`config.mk`:
```
export PLATFORM = sky130hd
export DESIGN_NAME = satalnk_txctrl
export DESIGN_NICKNAME = d
export VERILOG_FILES = /design/src/rtl/satalnk_txctrl.sv
export SDC_FILE = /design/constraint.sdc
export NUM_CORES = 1
export LEC_CHECK = 0
export CAP_MARGIN = 20
export CORE_MARGIN = 1
export CORE_UTILIZATION = 36
export CTS_CLUSTER_DIAMETER = 60
export DETAILED_ROUTE_END_ITERATION = 8
export PLACE_DENSITY_LB_ADDON = 0.05
export SYNTH_ARGS = -nofsm -noshare
export SYNTH_HDL_FRONTEND = slang
export SYNTH_SLANG_ARGS = --single-unit
```
`constraint.sdc`:
```
create_clock -name S_AXI_ACLK -period 4.59 [get_ports S_AXI_ACLK]
set_input_delay 0.6885 -clock S_AXI_ACLK [delete_from_list [all_inputs] [get_ports S_AXI_ACLK]]
set_output_delay 0.6885 -clock S_AXI_ACLK [all_outputs]
set_load 0.02 [all_outputs]
```
`src/rtl/satalnk_txctrl.sv`:
```
// rtl/satalnk_txctrl.sv - SATA link-layer TX sequencer (optional watchdog: SATALNK_TXCTRL_WATCHDOG_EN)
module satalnk_txctrl #(
  parameter int          LGTIMEOUT = 20,
  parameter logic [32:0] P_SYNC    = 33'h1_7c95_b5b5,
  parameter logic [32:0] P_XRDY    = 33'h1_7cb5_5757,
  parameter logic [32:0] P_RRDY    = 33'h1_7cb5_4a4a,
  parameter logic [32:0] P_ROK     = 33'h1_7cb5_3535,
  parameter logic [32:0] P_RERR    = 33'h1_7cb5_5656,
  parameter logic [32:0] P_WTRM    = 33'h1_7cb5_5858,
  parameter logic [32:0] P_HOLD    = 33'h1_7caa_d5d5,
  parameter logic [32:0] P_HOLDA   = 33'h1_7caa_9595
) (
  input  logic        S_AXI_ACLK,
  input  logic        S_AXI_ARESETN,
  input  logic        s_valid,
  output logic        s_ready,
  input  logic        s_last,
  input  logic [31:0] s_data,
  output logic        f_valid,
  input  logic        f_ready,
  output logic        f_last,
  output logic [31:0] f_data,
  input  logic        p_valid,
  output logic        p_ready,
  input  logic        p_primitive,
  input  logic        p_last,
  input  logic [31:0] p_data,
  output logic        m_valid,
  input  logic        m_ready,
  output logic        m_primitive,
  output logic [31:0] m_data,
  input  logic        i_rx_valid,
  input  logic        i_rx_primitive,
  input  logic [31:0] i_rx_data,
  output logic        o_busy,
  output logic        o_done,
  output logic        o_err
);

  typedef enum logic [2:0] {
    ST_IDLE, ST_XRDY, ST_DATA, ST_WAIT, ST_DONE, ST_FAIL
  } state_t;

  state_t      state_q, state_d;
  logic        hold_q, hold_d;
  logic        m_valid_q;
  logic [32:0] m_word_q, word_d;
  logic        busy_q, done_q, err_q;
  logic        wd_expired;

  logic rx_prim, rx_sync, rx_rrdy, rx_rok, rx_rerr, rx_hold;
  logic load, p_take;

  assign rx_prim = i_rx_valid && i_rx_primitive;
  assign rx_sync = rx_prim && (i_rx_data == P_SYNC[31:0]);
  assign rx_rrdy = rx_prim && (i_rx_data == P_RRDY[31:0]);
  assign rx_rok  = rx_prim && (i_rx_data == P_ROK[31:0]);
  assign rx_rerr = rx_prim && (i_rx_data == P_RERR[31:0]);
  assign rx_hold = rx_prim && (i_rx_data == P_HOLD[31:0]);

  // The output register can take a new word whenever it is empty or being drained.
  assign load    = !m_valid_q || m_ready;
  assign p_ready = (state_q == ST_DATA) && !hold_q && load;
  assign p_take  = p_valid && p_ready;

  // The frame source is only connected to the pipeline while a frame is being sent.
  assign f_valid = s_valid && (state_q == ST_DATA);
  assign s_ready = f_ready && (state_q == ST_DATA);
  assign f_last  = s_last;
  assign f_data  = s_data;

  assign m_valid     = m_valid_q;
  assign m_primitive = m_word_q[32];
  assign m_data      = m_word_q[31:0];
  assign o_busy      = busy_q;
  assign o_done      = done_q;
  assign o_err       = err_q;

`ifdef SATALNK_TXCTRL_WATCHDOG_EN
  logic [LGTIMEOUT-1:0] wd_q, wd_d;

  assign wd_expired = &wd_q;

  // Watchdog counts time spent waiting on the device and restarts on every state change.
  always_comb begin
    wd_d = wd_q;
    if (state_d != state_q) begin
      wd_d = '0;
    end else if (state_q == ST_XRDY || state_q == ST_WAIT) begin
      wd_d = wd_q + LGTIMEOUT'(1);
    end
  end

  // Watchdog counter register.
  always_ff @(posedge S_AXI_ACLK or negedge S_AXI_ARESETN) begin
    if (!S_AXI_ARESETN) begin
      wd_q <= '0;
    end else begin
      wd_q <= wd_d;
    end
  end
`else
  logic unused_lgtimeout;
  assign wd_expired       = 1'b0;
  assign unused_lgtimeout = (LGTIMEOUT != 0);
`endif

  // HOLD from the device stalls the pipeline until any other primitive arrives.
  always_comb begin
    hold_d = hold_q;
    if (rx_prim) begin
      hold_d = rx_hold;
    end
  end

  // Sequencer: next state and the word to place on the PHY stream.
  always_comb begin
    state_d = state_q;
    word_d  = P_SYNC;
    case (state_q)
      ST_IDLE: begin
        word_d = P_SYNC;
        if (s_valid) state_d = ST_XRDY;
      end
      ST_XRDY: begin
        word_d = P_XRDY;
        if (rx_sync || wd_expired) state_d = ST_FAIL;
        else if (rx_rrdy)          state_d = ST_DATA;
      end
      ST_DATA: begin
        if (p_take)      word_d = {p_primitive, p_data};
        else if (hold_q) word_d = P_HOLDA;
        else             word_d = P_HOLD;
        // A SYNC abort wins over an EOF leaving in the same cycle.
        if (rx_sync)              state_d = ST_FAIL;
        else if (p_take && p_last) state_d = ST_WAIT;
      end
      ST_WAIT: begin
        word_d = P_WTRM;
        if (rx_sync || rx_rerr || wd_expired) state_d = ST_FAIL;
        else if (rx_rok)                      state_d = ST_DONE;
      end
      ST_DONE, ST_FAIL: begin
        word_d  = P_SYNC;
        state_d = ST_IDLE;
      end
      default: begin
        word_d  = P_SYNC;
        state_d = ST_IDLE;
      end
    endcase
  end

  // State, hold flag, PHY output register and status flags.
  always_ff @(posedge S_AXI_ACLK or negedge S_AXI_ARESETN) begin
    if (!S_AXI_ARESETN) begin
      state_q   <= ST_IDLE;
      hold_q    <= 1'b0;
      m_valid_q <= 1'b0;
      m_word_q  <= P_SYNC;
      busy_q    <= 1'b0;
      done_q    <= 1'b0;
      err_q     <= 1'b0;
    end else begin
      state_q   <= state_d;
      hold_q    <= hold_d;
      m_valid_q <= 1'b1;
      if (load) m_word_q <= word_d;
      busy_q    <= (state_d == ST_XRDY) || (state_d == ST_DATA) || (state_d == ST_WAIT);
      done_q    <= (state_d == ST_DONE) || (state_d == ST_FAIL);
      err_q     <= (state_d == ST_FAIL);
    end
  end

endmodule
```
==> results.json <==
{
  "synth_fp_nets": 333,
  "vias": 1972,
  "synth_edf_count": 0,
  "cts_tree": "built",
  "drcViolationCount": 0,
  "drt_iter0_drc": 100,
  "synth.area.top_cells": "dfrtp_1 23%, dfstp_2 23%, buf_4 11%",
  "crit_path_end_kind": "output port",
  "rsz0062_at_grt": "no",
  "status": "completed",
  "row_count": 28,
  "cts_htree_levels": 2,
  "setup_viol": 0,
  "track_usage_pct": 18.5,
  "dp_hpwl_um": 4730,
  "grt_max_degree": 42,
  "crit_type": "in2out",
  "syn_to_final_growth_pct": 46.5,
  "ant_nets": 0,
  "synth.avg_cell_area_um2": 10.0,
  "hold_violations": 0,
  "multiInputGateArea_um2": 918,
  "async_reset_ff_share_pct": 100,
  "cp_common_cell": "clkdlybuf4s50_1",
  "synth_xor_area_share_pct": 0,
  "numClockSinks": 41,
  "timing.final.crit_share_pct": 67.9,
  "via_per_inst": 5.16,
  "synth-seq-area-share_pct": 46.5,
  "synth_compound_area_share_pct": 17.7,
  "synthMuxAreaShare_pct": 0,
  "drive_above_1_share_pct": 13.4,
  "peakVddDrop_uv": 153,
  "clk_pin_slew_ns": 0.08,
  "cellPowerDensity_nw_per_um2": 227,
  "syn_inst": 226,
  "start_util_pct": 37.8,
  "crit_path_max_incr_delay_ns": 0.70,
  "nNetsFinal": 413,
  "clk_path_buf_depth": 2,
  "synth.top_cell.area_share_pct": 23.2,
  "cts.root.buffer_cell": "clkbuf_8",
  "grt_pass1_vias": 1989,
  "worst_pin_slew_ns": 0.882,
  "die_area_um2": 6600,
  "numCtsBuffers": 5,
  "min_period_ns": 3.11,
  "grt_pass1_wl_um": 9320,
  "crit_required_ns": 3.90,
  "post_cts_buffers": 0,
  "synth_cell_types": 39,
  "crit_chain": "clkdlybuf4s50_1 -> nor2b_1 -> buf_4 -> nor4_2 -> clkdlybuf4s50_1",
  "hold_depth": 2,
  "gp_congestion": 0.792,
  "io_pins": 180,
  "ys_seq_elements": 41,
  "antenna_found_initial": 0,
  "seqCellArea_um2": 1050,
  "synth_area_leader_cell": "dfrtp_1",
  "power.leakage_nw": 1.26,
  "wl_per_cell_um": 15.7,
  "ctsResizeCount": 0,
  "yosysMostFrequentCell": "buf_4",
  "synth_top_family_by_area": "simple AND/OR/NAND/NOR gates",
  "fillCellCount": 520,
  "arrival_ns": 2.43,
  "setup-tns-final_ns": 0,
  "cpMaxStageDelayCell": "clkdlybuf4s50_1",
  "p_total_mw": 0.753,
  "portBuffers": 113,
  "yosysWarnings": 0,
  "synthAdderAreaFrac_pct": 0,
  "grt_overflow": 0,
  "fin_skew_ns": 0.0100,
  "hold_path_class": "reg2reg",
  "worstSkewPairLatency_ns": 0.29,
  "r2r_cells": 6,
  "synth_flop_cell": "dfrtp_1",
  "maxSlewViolCount": 0,
  "antenna_cells": 0,
  "dr.pass1.iters": 4,
  "max_slew_margin_pct": 41.2,
  "synthSimpleGateAreaFrac_pct": 22.7,
  "cts_hold_buf": 0,
  "fmax_mhz": 321,
  "worstPathMaxFanout": 20,
  "max-cap-violations": 0,
  "fp.dieW_um": 81.3,
  "core_area_um2": 5990,
  "syn_area_um2": 2260,
  "crit_path_start_kind": "input port",
  "drt-total-wl_um": 5990,
  "synthTopCellsByCount": "33 x buf_4, 21 x dfrtp_1, 21 x nor2_1",
  "die_h_um": 81.3
}
==> where the power goes <==
part / total (mW) / internal [mW] / switching [mW]
Sequential: 0.374 / 0.371 / 0.00353
Clock: 0.260 / 0.139 / 0.120
Combinational: 0.119 / 0.0749 / 0.0439
==> placed cells by master, fill, tap and decap left out, types with 2 or more instances in the layout <==
master | netlist | routed
nor2b_1 | 3 | 3
dfrtp_1 | 21 | 21
nor4_2 | 2 | 2
clkbuf_8 | 0 | 5
dfstp_2 | 20 | 20
nand2_1 | 18 | 18
nor2_1 | 21 | 21
o32ai_1 | 2 | 2
nand4_1 | 5 | 5
a31oi_1 | 5 | 5
o21ai_0 | 11 | 11
nor4bb_1 | 4 | 4
buf_4 | 33 | 2
a211oi_2 | 2 | 2
nand4b_1 | 2 | 2
o22a_1 | 9 | 9
a221o_1 | 2 | 2
nor4b_1 | 2 | 2
o21bai_1 | 4 | 4
clkdlybuf4s50_1 | 0 | 112
and4bb_2 | 4 | 4
and4b_1 | 3 | 3
and4_1 | 2 | 2
a22o_1 | 5 | 5
inv_1 | 2 | 2
and2_1 | 4 | 4
nand2b_1 | 5 | 5
a21oi_1 | 15 | 15
==> path summary, 6_finish.rpt <==
kind | slack [ns] | startpoint | end
worst max register to register | 2.26 | state_q[0] | o_busy
worst min-delay path | 0.49 | m_word_q[3] | m_word_q[3]
worst max-delay path | 1.48 | m_ready | p_ready
min in group asynchronous | 0.52 | S_AXI_ARESETN | m_word_q[24]
max in group asynchronous | 3.52 | S_AXI_ARESETN | state_q[0]
worst min register to register | 0.49 | m_word_q[3] | m_word_q[3]
==> state kept, by name, summed over array words and instances (netlist names) <==
register,count
m_valid,1
o_done,1
hold_q,1
o_err,1
state_q,3
o_busy,1
m_word_q,33
==> cells by family after synthesis <==
kind of cell,Yosys count
AO/OA/AOI/OAI,58
buffers and inverters,44
flip-flops,41
other,1
AND/OR/NAND/NOR,82
==> cell type report <==
type | count | area share (%)
multi-input combinational | 141 | 27.7
timing repair buffer | 115 | 34.4
clock inverter | 1 | 0.151
tap | 75 | 2.83
inverter | 2 | 0.227
clock buffer | 7 | 2.94
sequential | 41 | 31.7
==> critical path: cells and delay by family <==
| family | cells | cell delay [ns] |
|---|---|---|
| buffers and inverters | 3 | 1.36 |
| AND/OR/NAND/NOR | 2 | 0.37 |
==> per-layer routing <==
metal  routed length (um)  track usage, %  vias up  part of all wire, %
li1                     -               -      953                    -
met1                 2400            21.7      895                   40
met2                 2960            32.1      117                   49
met3                  548            5.17        7                  9.2
met4                   76            6.43        0                  1.3
met5                    0               0        -                    0
==> stage by stage <==
| stage | hold WS (ns) | area (um^2) | util (%) | std cells | setup WS, ns |
|---|---|---|---|---|---|
| 2_1_floorplan | 0.393 | 2260 | - | 226 | 2.56 |
| 5_1_grt | 0.522 | 3310 | 55.3 | 382 | 1.38 |
| 3_5_place_dp | 0.472 | 3210 | 53.6 | 374 | 1.47 |
| 6_report | 0.486 | 3310 | 55.3 | 382 | 1.48 |
| 4_1_cts | 0.490 | 3310 | 55.3 | 382 | 1.46 |
| 3_3_place_gp | 0.462 | 3210 | 53.6 | 374 | 1.50 |
Power figures use the tool's default switching activity.
